**src/rtl/mac_operand_sequencer.sv**
```systemverilog
// Operand sequencer for the NPU MAC: streams pixel/weight pairs, drives the MAC handshake, captures the neuron output.
// Define SEQ_RELU_EN to apply ReLU to the captured MAC result; undefined passes the raw 16-bit result through.
module mac_operand_sequencer #(
    parameter int N_INPUTS = 784,
    parameter int X_ADDR_W = 10,
    parameter int W_ADDR_W = 13
) (
    input  logic                CLKEXT,
    input  logic                RSTN_SEQ,
    input  logic                START,
    input  logic [W_ADDR_W-1:0] W_BASE,
    input  logic [7:0]          BIAS_DATA,
    output logic [X_ADDR_W-1:0] X_ADDR,
    input  logic [7:0]          X_DATA,
    output logic [W_ADDR_W-1:0] W_ADDR,
    input  logic [7:0]          W_DATA,
    output logic                EN_MAC,
    output logic                RST_MAC,
    output logic [7:0]          A_OUT,
    output logic [7:0]          B_OUT,
    output logic [7:0]          BIAS_OUT,
    input  logic [15:0]         MAC_RESULT,
    output logic                BUSY,
    output logic [15:0]         NEURON_OUT,
    output logic                OUT_VALID
);

    typedef enum logic [2:0] {
        S_IDLE    = 3'd0,
        S_CLEAR   = 3'd1,
        S_STREAM  = 3'd2,
        S_FLUSH   = 3'd3,
        S_CAPTURE = 3'd4
    } state_t;

    localparam logic [X_ADDR_W-1:0] LAST_IDX = X_ADDR_W'(N_INPUTS - 1);

    function automatic logic [15:0] neuron_fn(input logic [15:0] x);
`ifdef SEQ_RELU_EN
        if (x[15]) begin
            neuron_fn = 16'd0;
        end else begin
            neuron_fn = x;
        end
`else
        neuron_fn = x;
`endif
    endfunction

    state_t              r_state;
    logic [X_ADDR_W-1:0] r_index;
    logic [W_ADDR_W-1:0] r_w_base;
    logic [7:0]          r_bias;
    logic [X_ADDR_W-1:0] r_x_addr;
    logic [W_ADDR_W-1:0] r_w_addr;
    logic                r_en_mac;
    logic                r_rst_mac;
    logic                r_busy;
    logic                r_out_valid;
    logic [15:0]         r_neuron_out;

    state_t              w_state_nxt;
    logic [X_ADDR_W-1:0] w_index_nxt;
    logic [W_ADDR_W-1:0] w_w_base_nxt;
    logic [7:0]          w_bias_nxt;
    logic [15:0]         w_neuron_nxt;
    logic [X_ADDR_W-1:0] w_x_addr_nxt;
    logic [W_ADDR_W-1:0] w_w_addr_nxt;

    // Next-state, index and job-context update
    always_comb begin
        w_state_nxt  = r_state;
        w_index_nxt  = r_index;
        w_w_base_nxt = r_w_base;
        w_bias_nxt   = r_bias;
        w_neuron_nxt = r_neuron_out;
        case (r_state)
            S_IDLE: begin
                if (START) begin
                    w_state_nxt  = S_CLEAR;
                    w_index_nxt  = {X_ADDR_W{1'b0}};
                    w_w_base_nxt = W_BASE;
                    w_bias_nxt   = BIAS_DATA;
                end else begin
                    w_state_nxt  = S_IDLE;
                end
            end
            S_CLEAR: begin
                w_state_nxt = S_STREAM;
                w_index_nxt = {X_ADDR_W{1'b0}};
            end
            S_STREAM: begin
                if (r_index == LAST_IDX) begin
                    w_state_nxt = S_FLUSH;
                end else begin
                    w_index_nxt = r_index + X_ADDR_W'(1);
                end
            end
            S_FLUSH: begin
                w_state_nxt = S_CAPTURE;
            end
            S_CAPTURE: begin
                w_neuron_nxt = neuron_fn(MAC_RESULT);
                w_state_nxt  = S_IDLE;
            end
            default: begin
                w_state_nxt = S_IDLE;
            end
        endcase
    end

    // Addresses are registered, so they are computed from the state being entered
    always_comb begin
        w_x_addr_nxt = {X_ADDR_W{1'b0}};
        w_w_addr_nxt = {W_ADDR_W{1'b0}};
        if (w_state_nxt == S_STREAM) begin
            w_x_addr_nxt = w_index_nxt;
            w_w_addr_nxt = w_w_base_nxt + W_ADDR_W'(w_index_nxt);
        end else begin
            w_x_addr_nxt = {X_ADDR_W{1'b0}};
            w_w_addr_nxt = {W_ADDR_W{1'b0}};
        end
    end

    // State and output registers; EN_MAC trails each address issue by one cycle
    always_ff @(posedge CLKEXT) begin
        if (!RSTN_SEQ) begin
            r_state      <= S_IDLE;
            r_index      <= {X_ADDR_W{1'b0}};
            r_w_base     <= {W_ADDR_W{1'b0}};
            r_bias       <= 8'd0;
            r_x_addr     <= {X_ADDR_W{1'b0}};
            r_w_addr     <= {W_ADDR_W{1'b0}};
            r_en_mac     <= 1'b0;
            r_rst_mac    <= 1'b0;
            r_busy       <= 1'b0;
            r_out_valid  <= 1'b0;
            r_neuron_out <= 16'd0;
        end else begin
            r_state      <= w_state_nxt;
            r_index      <= w_index_nxt;
            r_w_base     <= w_w_base_nxt;
            r_bias       <= w_bias_nxt;
            r_x_addr     <= w_x_addr_nxt;
            r_w_addr     <= w_w_addr_nxt;
            r_en_mac     <= (r_state == S_STREAM);
            r_rst_mac    <= (w_state_nxt == S_CLEAR);
            r_busy       <= (w_state_nxt != S_IDLE);
            r_out_valid  <= (r_state == S_CAPTURE);
            r_neuron_out <= w_neuron_nxt;
        end
    end

    assign X_ADDR     = r_x_addr;
    assign W_ADDR     = r_w_addr;
    assign EN_MAC     = r_en_mac;
    assign RST_MAC    = r_rst_mac;
    assign A_OUT      = X_DATA;
    assign B_OUT      = W_DATA;
    assign BIAS_OUT   = r_bias;
    assign BUSY       = r_busy;
    assign NEURON_OUT = r_neuron_out;
    assign OUT_VALID  = r_out_valid;

endmodule
```
**config.mk**
```make
export PLATFORM = sky130hd
export DESIGN_NAME = mac_operand_sequencer
export DESIGN_NICKNAME = d
export VERILOG_FILES = /design/src/rtl/mac_operand_sequencer.sv
export SDC_FILE = /design/constraint.sdc
export NUM_CORES = 1
export LEC_CHECK = 0
export ABC_AREA = 1
export CAP_MARGIN = 5
export CORE_MARGIN = 5
export CORE_UTILIZATION = 49
export DETAILED_ROUTE_END_ITERATION = 12
export GPL_TIMING_DRIVEN = 0
export PLACE_DENSITY = 0.95
export SETUP_SLACK_MARGIN = 0.02
export SYNTH_ARGS = -nofsm -noshare
export SYNTH_HDL_FRONTEND = slang
export SYNTH_SLANG_ARGS = --single-unit
```
**constraint.sdc**
```tcl
create_clock -name CLKEXT -period 5.2 [get_ports CLKEXT]
set_clock_uncertainty 0.05 [all_clocks]
set_input_delay 1.04 -clock CLKEXT [delete_from_list [all_inputs] [get_ports CLKEXT]]
set_output_delay 1.04 -clock CLKEXT [all_outputs]
set_load 0.05 [all_outputs]
```
Word level (Yosys, flattened, before mapping). Cells that the tools add are included.

Bits in registers: 77. Bits in latches: 0. Bits in writable memories: 0. Memory bits (read-only): 0. Bits of input ports: 56. Output and inout bits: 67. Memories: 0.

Add/subtract/negate cells: 2. Multiply operators: 0. Divide/modulo/power cells: 0. Order comparisons: 0. Eq/ne operators: 7. Shift-type cells: 0. Mux-type cells: 8. Bitwise operators: 0. Reduce and logical (&&, ||, !) cells: 4.

Operators by type and width (number): $pmux W10 S3 (1); $mux W13 (2); $mux W10 (2); $add A13 B10 Y13 (1); $pmux W3 S4 (1); $add A10 B1 Y10 const B (1); $eq A10 B10 Y1 const B (1); $eq A3 B2 Y1 const B (3); $eq A3 B1 Y1 const B (2); $reduce_and A2 Y1 (2); $eq A3 B3 Y1 const B (1); $logic_not A3 Y1 (1); $mux W3 (1); $reduce_bool A3 Y1 (1); $mux W1 (1).

Longest topological paths before layout. Gate-level depths: netlist of the first run.

Word-level depth: 5. Gate-level depth with buffers: 19.

Worst setup path after synthesis of the first run. Ideal clock, no wire load.

Path type: input to register. Start point: in START. End point: reg r_w_addr[8], in the netlist W_ADDR[8]. Setup time: 0.113 ns. Arrival: 2.760 ns. Required time: 5.037 ns. Path slack: 2.277 ns. Stages on the path: 14. Path through: nand3_4 -> inv_2 -> buf_4 -> or2_2 -> inv_1 -> a21oi_1 -> ha_1 -> fa_1 -> nand3_1 -> nand3_1 -> nand4_1 -> nand2_1 -> nor2_1 -> nor2_1.

Elaborated cells on any way between the ends: 9. Classes of those cells: add/sub (1); eq/ne (1); mux (6); reduce/logical (1).

RTL lines: start: declaration (RTL line 10) `input logic START,`; $mux W13 (RTL line 79) `if (START) begin`; $mux W13 (RTL line 77) `case (r_state)`; via w_w_base_nxt[0] (RTL line 64) `logic [W_ADDR_W-1:0] w_w_base_nxt;`; $add A13 B10 Y13 (RTL line 118) `w_w_addr_nxt = w_w_base_nxt + W_ADDR_W'(w_index_nxt);`; end signal: assignment (RTL line 133) `r_w_addr <= {W_ADDR_W{1'b0}};`; end signal: assignment (RTL line 145) `r_w_addr <= w_w_addr_nxt;`; end: declaration (RTL line 55) `logic [W_ADDR_W-1:0] r_w_addr;`.

The timed path passes the listed nets, and every way through them passes these cells. A chain may end at the register's enable or synchronous reset.

Final worst setup path of the first run.
Start point: in START. End point: reg r_w_addr[8], in the netlist W_ADDR[8].

Elaborated cells on any way between the ends: 9. Classes of those cells: add/sub (1); eq/ne (1); mux (6); reduce/logical (1).

RTL lines: $mux W10 (RTL line 79); $pmux W10 S3 (RTL line 77); via w_index_nxt[0] (RTL line 63) `logic [X_ADDR_W-1:0] w_index_nxt;`; $add A13 B10 Y13 (RTL line 118).

The timed path passes the listed nets, and every way through them passes these cells.

==> summary.md, run 1 <==
| Metric | Value |
|---|---|
| Vias in the first global route | 3533 |
| Pwr/cell area | 266 mW/mm2 |
| Fin crit period | 3.53 ns |
| Die height | 96.0 um |
| Reg2reg path depth | 19 |
| Switching Power | a little under 400 uW |
| Clk sinks | 77 |
| VDD IR max | 0.000230 V |
| Commonest non-fill, non-tap cell in the layout | clkdlybuf4s50_1 |
| Crit end category | register |
| Final period utilization | 0.678 |
| Final hold violation count | 0 |
| Layout Nets | roughly 680 |
| Internal power component | a little over 900 uW |
| Critical path class | input pin to register |
| First-pass GRT wire length | 15300 um |
| Initial antenna violation count | 0 |
| Worst setup margin | 1.67 ns |
| Hold WS | 0.414 ns |
| Starting density of the core | 0.502 |
| CTS clock-pin slew for the worst setup and hold paths | 0.08 ns |
| EDFF count, synth | 0 |
| Drt via density | 4.91 |
| Leakage | 0.00230 uW |
| Post-synth ARST share | 0 |
| # hold bufs at CTS | 0 |
| Startpoint Class | input pin |
| Core area | 0.00721 mm2 |
| Required time worst endpoint | 5.44 ns |
| Layout cell share with drive strength beyond 1 | 0.124 |
| Vias | 3505 |
| Register share of total power | 0.470 |
| Clk Latency, worst-skew pair | 0.35 ns |
| Gr usage total | 0.214 |
| Final setup viols | 0 |
| Unique cell type count in the Yosys netlist | 33 |
| Num ports | 123 |
| Postcts setup bufs | 0 |
| Critical Path AT | 3.76 ns |
| Slew @ Worst Pin | 0.542 ns |
| CTS Buffer Depth | 2 |
| Final instance area | 0.00497 mm2 |
| Synthesized flop and latch total | 77 |
| Outcome | finished, final reports clean |
| Cell total after placement | 699 |
| Placed Instance Area | 0.00479 mm2 |
| Area grow syn2layout | 37.3% |
| Syn avg cell area | 7.31 um2 |
| Total CTS buffers | 9 |
| Residual DRC | 0 |
| Clock power frac | 0.310 |
| Hold Path Class | register to register |
| Fin. max-slew vios | 0 |
| Drt wl/cell | about 13 um |
| H-tree Lvls | 3 |
| DRT Wirelength | 9340 um |
| Max-capacitance violation count | 0 |
| GPL Wtd Cong | ~0.85 |
| Crit path max fanout | 6 |
| Drt pass-1 iters | 7 |
| Antenna Cells | 0 |
| Setup TNS Final | 0 ns |
| CTS resizes | 0 |
| Mapped cell area | 0.00362 mm2 |
| Combinational fraction of design power | 0.220 |
| Mapped Cells | 495 |
| RSZ-0062 raised after global routing | no |
| Antenna viol nets, final | 0 |
| DIE WIDTH | 96.0 um |
| Root Driver | clkbuf_8 |
| Most frequent cells in the layout | clkdlybuf4s50_1, nand2_1, dfxtp_1 |
| Non-Filler Instances | about 710 |
| Cell depth of the worst hold path | 2 |
| CTS tree | done |
| DIE AREA | 0.00921 mm2 |
| Num rows | 31 |
| PortBufs | 105 |
| Initial DRC count | 229 |
| Switching Fraction | 0.301 |
| Main synth FF type | dfxtp_1 |
| Yosys warns | 0 |
| Register area share after synthesis | 0.426 |
| Slew headroom | 0.639 |
| Syn Nets | roughly 560 |
| Pin count of the biggest net entering global routing | 13 |
| DP HPWL | 7310 um |
| Pre-CTS setup slack | 1.40 ns |
| Max Fclk | 0.284 GHz |
| Gr ovfl total | 0 |
==> path summary, 6_finish.rpt <==
kind / start / endpoint / slack (ns)
hold reg to reg: BIAS_OUT[1] / BIAS_OUT[1] / 0.41
hold / removal: BIAS_OUT[1] / BIAS_OUT[1] / 0.41
setup / recovery: START / W_ADDR[8] / 1.67
setup reg to reg: r_index[0] / W_ADDR[8] / 2.26
==> Yosys cell counts, drive strengths merged (5+ instances only) <==
library cell	count	area, um2
nand3	20	118
nor2	77	304
a21oi	44	228
nand2	106	420
o21ai	27	135
or2	12	75.1
a211oi	10	75.1
ha	11	138
nor3	5	41.3
inv	67	251
dfxtp	77	1540
buf	27	199
==> power groups by stage <==
| stage | logic (uW) | registers (uW) | clock network [uW] |
|---|---|---|---|
| 2_1_floorplan | 157 | 673 | 0 |
| 3_3_place_gp | 280 | 633 | 0 |
| 3_5_place_dp | 288 | 635 | 0 |
| 4_1_cts | 291 | 621 | 418 |
| 5_1_grt | 317 | 624 | 447 |
| 6_report | 290 | 621 | 410 |
==> worst max-delay path, cell delays in order <==
cell             delay (ns)
clkdlybuf4s50_1        0.55
inv_1                  0.09
nand2_2                0.10
nand2_2                0.11
inv_2                  0.10
nand2_1                0.08
o21ai_1                0.25
inv_1                  0.08
ha_1                   0.21
fa_1                   0.45
nand3_1                0.13
nand3_1                0.15
nand4_1                0.11
nand2_1                0.07
nand2_1                0.06
nand2_1                0.05
nor2_1                 0.12
==> state kept, by name (all words and copies together), names as in the netlist <==
register    flops
EN_MAC          1
r_w_base       13
OUT_VALID       1
NEURON_OUT     16
r_index        10
X_ADDR         10
W_ADDR         13
BIAS_OUT        8
RST_MAC         1
r_state         3
BUSY            1
==> cell families after synthesis <==
group	after synthesis	share of synthesized area
simple gates	222	0.268
buf+inv	97	0.128
compound gates	83	0.125
flops	77	0.426
fa+ha+maj	12	0.0436
xor+xnor	4	0.00968
==> metal layers <==
layer / routed length (um) / up-vias / GRT usage / share of wire
li1: - / 1773 / - / -
met1: 3710 / 1561 / 0.243 / 0.40
met2: 4470 / 149 / 0.361 / 0.48
met3: 894 / 22 / 0.0821 / 0.096
met4: 256 / 0 / 0.0865 / 0.027
met5: 0 / - / 0 / 0
==> cell type report <==
type	count	area, um2
repair buffers	105	1050
fillers	600	2240
plain buffers	30	210
flip-flops and latches	77	1540
multi-input cells	321	1620
clock buffers	12	155
inverters	67	251
well taps	99	124
clock inverters	3	21.3
==> per-stage QoR <==
step / util / power [uW]
2_1_floorplan: - / 829
3_3_place_gp: 0.665 / 914
3_5_place_dp: 0.665 / 923
4_1_cts: 0.689 / 1330
5_1_grt: 0.689 / 1390
6_report: 0.689 / 1320
No activity file was read; power rests on OpenSTA's default activity.
==> inputs of run 2 (changes only) <==
- CORE_UTILIZATION: 49 -> 41
- PLACE_DENSITY: 0.95 -> 0.87
- clock period: 5.2 -> 3.1 ns (I/O delays scaled with it)
==> run 2 against run 1 <==
Clock power up 87%. Via count up 0.14%. Highest routed layer unchanged. Sequential share of layout area down 0.32 points. Sequential power up 67%. Worst hold slack better by 0.0010 ns. Clock-buffer cell count down 3. Routed wire length down 0.12%. Register-to-register slack worse by 2.0 ns. First-iteration DRC count down 30%. Cell area up 1.0%. Cell count up 1.5%. Critical endpoint unchanged. Critical path depth up 2.
==> summary.md, run 2 (synthesis results as in run 1) <==
| Metric | Value |
|---|---|
| Pin count of the biggest net entering global routing | 15 (+2) |
| Power Total | 2300 uW (+74%) |
| Core area | 0.00868 mm2 (+20%) |
| Die height | 104 um (+8.3%) |
| Hold Path Class | register to register |
| Fin. max-slew vios | 0 (unchanged) |
| DIE WIDTH | 104 um (+8.3%) |
| Max-capacitance violation count | 0 (unchanged) |
| Num rows | 34 (+9.7%) |
| Root Driver | clkbuf_8 |
| Clk Latency, worst-skew pair | 0.35 ns (about the same) |
| Final setup viols | 0 (unchanged) |
| Cell total after placement | 708 (+1.3%) |
| CP top delay family | simple AND/OR/NAND/NOR gates |
| Post-Route Utilization | 0.579 (-0.110) |
| Clk sinks | 77 (unchanged) |
| Critical Path Most Common Cell | nand2_1 |
| Layout Nets | 680 (+0.15%) |
| Gr ovfl total | 0 (unchanged) |
| Worst path max stage delay | 0.44 ns (-0.11 ns) |
| Layout cell share with drive strength beyond 1 | 0.131 (+0.00770) |
| Drt via density | 4.84 (-1.4%) |
| DP HPWL | 7180 um (-1.8%) |
| Most frequent cells in the layout | clkdlybuf4s50_1, nand2_1, dfxtp_1 |
| Crit end category | register |
| VDD IR max | 0.000305 V (+32%) |
| Crit path max fanout | 5 (-1) |
| CTS clock-pin slew for the worst setup and hold paths | 0.08 ns (about the same) |
| Critical Path AT | 3.03 ns (-0.73 ns) |
| Filler cells | 816 (+36%) |
| Total CTS buffers | 9 (unchanged) |
| Pre-CTS setup slack | -0.289 ns (-1.69 ns) |
| First-pass GRT wire length | 15600 um (+1.8%) |
| Antenna Cells | 0 (unchanged) |
| PortBufs | 105 (unchanged) |
| Initial DRC count | 160 (-30%) |
| CTS Buffer Depth | 2 (unchanged) |
| Starting density of the core | 0.417 (-0.0846) |
| Storage cell area | 0.00154 mm2 (unchanged) |
| Vias in the first global route | 3532 (-0.028%) |
| Cell depth of the worst hold path | 2 (unchanged) |
| Area grow syn2layout | 38.7% |
| Reg2reg path depth | 19 (unchanged) |
| Startpoint Class | register |
| Vias | 3510 (+0.14%) |
| Drt pass-1 iters | 4 (-3) |
| CP max-delay cell | fa_1 |
| DIE AREA | 0.0108 mm2 (+17%) |
| Final hold violation count | 0 (unchanged) |
| Commonest non-fill, non-tap cell in the layout | clkdlybuf4s50_1 |
| Non-Filler Instances | 725 (+1.5%) |
| Slew headroom | 0.623 (-0.0161) |
| Outcome | finished, final reports clean |
| GPL Wtd Cong | 0.883 (+3.7%) |
| Num ports | 123 (unchanged) |
| Area of the multi-input gates | 0.00163 mm2 (+0.54%) |
| Fin crit period | 2.79 ns |
| Crit path cell chain | ha_1, nand2_1, inv_2, nand2_1, nor2_2, nand2_1, nand2_1, nand2_1, o21ai_2, inv_1, ha_1, fa_1, nand3_1, nand3_2, nand4_1, nand2_1, nand2_1, nand2_1, nor2_1 |
| Slew @ Worst Pin | 0.566 ns (+0.0241 ns) |
| Antenna viol nets, final | 0 (unchanged) |
| Gr usage total | 0.170 (-0.0443) |
| Largest register FFs | 16 (unchanged) |
| Leakage | 0.00234 uW (+1.4%) |
| CP Depth | 19 (+2) |
| Drt wl/cell | 12.9 um (-1.6%) |
| H-tree Lvls | 3 (unchanged) |
| Initial antenna violation count | 0 (unchanged) |
| Pwr/cell area | 457 mW/mm2 (+72%) |
| Worst setup margin | 0.306 ns (-1.37 ns) |
| Final period utilization | 0.901 |
| Residual DRC | 0 (unchanged) |
| CTS tree | done |
| Required time worst endpoint | 3.34 ns (-2.10 ns) |
| Critical path class | register to register |
| Max Fclk | roughly 0.36 GHz |
| RSZ-0062 raised after global routing | no |
| Crit path buffers/inverters | 2 (-2) |
| DRT Wirelength | 9320 um (-0.12%) |
[run 2: final timing paths]
| check | from | end | slack, ns |
|---|---|---|---|
| setup reg to reg | r_index[0] | W_ADDR[8] | 0.31 |
| setup / recovery | r_index[0] | W_ADDR[8] | 0.31 |
| hold / removal | BIAS_OUT[1] | BIAS_OUT[1] | 0.42 |
| hold reg to reg | BIAS_OUT[1] | BIAS_OUT[1] | 0.42 |
[run 2: repair_timing]
action / CTS / global route
endpoints found under the setup margin: 0 / 5
resized for setup: 0 / 3
hold buffers: 0 / 0
buffers inserted: 0 / 1
[run 2: cell type report]
type | count | area share
buffer | 30 | 0.0419
clock buffer | 9 | 0.0247
clock inverter | 7 | 0.0147
inverter | 67 | 0.0501
multi-input combinational | 321 | 0.324
sequential | 77 | 0.307
tap | 108 | 0.0269
timing repair buffer | 106 | 0.211
[run 2: per-layer routing]
metal,global-route usage,routed length [um],vias up
li1,-,-,1777
met1,0.196,3850,1575
met2,0.288,4390,147
met3,0.0776,1010,11
met4,0.0398,74,0
met5,0,0,-
[run 2: power breakdown]
group          switching, uW  total (uW)  internal [uW]
clock network            392         767            375
logic                    294         489            195
registers               15.3        1040           1030
total                    702        2300           1600
[run 2: metrics by stage]
step / setup TNS (ns) / area, um2 / hold slack (ns)
floorplan: 0 / 3620 / 0.449
global placement: -0.814 / 4810 / 0.400
detailed placement: -1.39 / 4810 / 0.404
CTS: 0 / 5000 / 0.416
global route: 0 / 5020 / 0.446
finish: 0 / 5020 / 0.415
[run 2: worst reg2reg max path, delay by kind of cell, from the launching register on]
kind,cells,cell delay (ns)
DFF,1,0.36
AOI/OAI and AO/OA,1,0.09
adders and majority gates,3,0.86
and+or+nand+nor,13,1.26
buffers and inverters,2,0.12
==> inputs of run 3 (changes only) <==
- GPL_TIMING_DRIVEN: 0 -> unset
==> run 3 against run 2 <==
Cell area fell by 5.1%. Sequential share of layout area is 1.7 points higher. Register-to-register slack better by 0.06 ns. Highest routed layer unchanged.
==> summary.md, run 3 (synthesis results as in run 1) <==
| Metric | Value |
|---|---|
| DP HPWL | 6630 um (-7.7%) |
| Storage cell area | 0.00154 mm2 (unchanged) |
| DIE WIDTH | 104 um (unchanged) |
| Register share of total power | 0.457 (+0.004) |
| CTS clock-pin slew for the worst setup and hold paths | 0.08 ns (about the same) |
| Outcome | finished, final reports clean |
| Gr usage total | 0.168 (-0.00236) |
| Gr ovfl total | 0 (unchanged) |
| Worst setup margin | 0.319 ns (+0.0128 ns) |
| Drt pass-1 iters | 6 (+2) |
| H-tree Lvls | 3 (unchanged) |
| Switching Power | 630 uW (-10%) |
| Fin. max-slew vios | 0 (unchanged) |
| Leakage | 0.00220 uW (-6.0%) |
| Post-Route Utilization | 0.549 (-0.0296) |
| Slew @ Worst Pin | 0.670 ns (+0.104 ns) |
| VDD IR max | 0.000256 V (-16%) |
| Starting density of the core | 0.417 (unchanged) |
| Num ports | 123 (unchanged) |
| CTS resizes | 0 (unchanged) |
| Critical path class | input pin to register |
| Hold Path Class | register to register |
| Final period utilization | 0.897 (-0.00414) |
| Clock power frac | 0.362 (+0.028) |
| Final setup viols | 0 (unchanged) |
| Max-capacitance violation count | 0 (unchanged) |
| RSZ-0062 raised after global routing | no |
| Largest register FFs | 16 (unchanged) |
| Slew headroom | 0.553 (-0.0702) |
| Drt wl/cell | 12.5 um (-3.1%) |
| Pre-CTS setup slack | -0.0318 ns (+0.257 ns) |
| Root Driver | clkbuf_8 |
| First-pass GRT wire length | 15400 um (-1.0%) |
| Filler cells | 808 (-0.98%) |
| Internal power component | 1650 uW (+3.5%) |
| Clk sinks | 77 (unchanged) |
| DRT Wirelength | 8630 um (-7.4%) |
| Switching Fraction | 0.276 (-0.0292) |
| Startpoint Class | input pin |
| Layout cell share with drive strength beyond 1 | 0.111 (-0.0202) |
| Area grow syn2layout | 31.7% |
| Most frequent cells in the layout | nand2_1, clkdlybuf4s50_1, dfxtp_1 |
| Core area | 0.00868 mm2 (unchanged) |
| GPL Wtd Cong | 0.871 (-1.4%) |
| Vias | 3360 (-4.3%) |
| CTS Buffer Depth | 2 (unchanged) |
| # hold bufs at CTS | 0 (unchanged) |
| Crit end category | register |
| Pin count of the biggest net entering global routing | 38 (+23) |
| Postcts setup bufs | 0 (unchanged) |
| Total CTS buffers | 9 (unchanged) |
| Num rows | 34 (unchanged) |
| DIE AREA | 0.0108 mm2 (unchanged) |
| Die height | 104 um (unchanged) |
| Final hold violation count | 0 (unchanged) |
| Pwr/cell area | 479 mW/mm2 (+4.6%) |
| Max Fclk | 0.360 GHz (+0.46%) |
| Antenna Cells | 0 (unchanged) |
| Required time worst endpoint | 3.34 ns (about the same) |
| Layout Nets | 648 (-4.7%) |
| Clk Latency, worst-skew pair | 0.35 ns (about the same) |
| Power Total | 2280 uW (-0.71%) |
| Initial DRC count | 126 (-21%) |
| Fin crit period | 2.78 ns (-0.0128 ns) |
| Initial antenna violation count | 0 (unchanged) |
| Drt via density | 4.85 (+0.15%) |
| Area of the multi-input gates | 0.00162 mm2 (-0.54%) |
| Vias in the first global route | 3549 (+0.48%) |
| CTS tree | done |
| Critical Path AT | 3.02 ns (about the same) |
| Crit path max fanout | 3 (-2) |
| Commonest non-fill, non-tap cell in the layout | nand2_1 |
| Antenna viol nets, final | 0 (unchanged) |
| Combinational fraction of design power | 0.181 (-0.032) |
| PortBufs | 90 (-14%) |
| Residual DRC | 0 (unchanged) |
[run 3: cell count changes in the layout (fill, tap and decap cells not counted), moves of 2 or more]
cell and change:
buf_2 -3, buf_1 -2, clkdlybuf4s50_1 -14, clkinv_4 -2
buf_4 -6, buf_6 -3, clkinv_2 -2
[run 3: layout make-up]
class / count / share of cell area
multi-input combinational: 321 / 0.339
sequential: 77 / 0.323
timing repair buffer: 104 / 0.211
inverter: 67 / 0.0528
tap: 108 / 0.0284
clock buffer: 11 / 0.0276
clock inverter: 5 / 0.0176
[run 3: routing by layer]
layer | global-route usage | wire, um | vias up
li1 | - | - | 1710
met1 | 0.190 | 3600 | 1509
met2 | 0.281 | 4050 | 118
met3 | 0.0646 | 771 | 23
met4 | 0.0694 | 206 | 0
met5 | 0 | 0 | -
[run 3: worst paths after layout]
kind	from	to	slack, ns	cells after the start
max reg2reg	r_index[0]	W_ADDR[8]	0.37	19
min	BIAS_OUT[2]	BIAS_OUT[2]	0.43	2
min reg2reg	BIAS_OUT[2]	BIAS_OUT[2]	0.43	2
max	START	W_ADDR[8]	0.32	17
[run 3: through the flow]
stage          cell area (um2)  TNS [ns]  cells  hold slack (ns)
2_1_floorplan             3620         0    495            0.449
3_3_place_gp              4550         0    677            0.401
3_5_place_dp              4550   -0.0335    677            0.415
4_1_cts                   4770         0    693            0.431
5_1_grt                   4770         0    693            0.447
6_report                  4770         0    693            0.433
[run 3: critical path, cell delays in order]
cell	delay, ns
clkdlybuf4s50_1	0.56
inv_1	0.09
nand2_2	0.09
nand2_2	0.06
inv_2	0.07
nand2_1	0.07
o21ai_1	0.16
inv_1	0.06
ha_1	0.21
fa_1	0.42
nand3_1	0.11
nand3_1	0.13
nand4_1	0.10
nand2_1	0.07
nand2_1	0.06
nand2_1	0.05
nor2_1	0.08
[run 3: power groups by stage]
stage                     Sequential (uW)  Combinational (uW)  Clock, uW
after detailed placement             1070                 413          0
after global routing                 1050                 459        896
after global placement               1060                 401          0
final                                1040                 413        826
after CTS                            1040                 415        845
after floorplan                      1130                 263          0
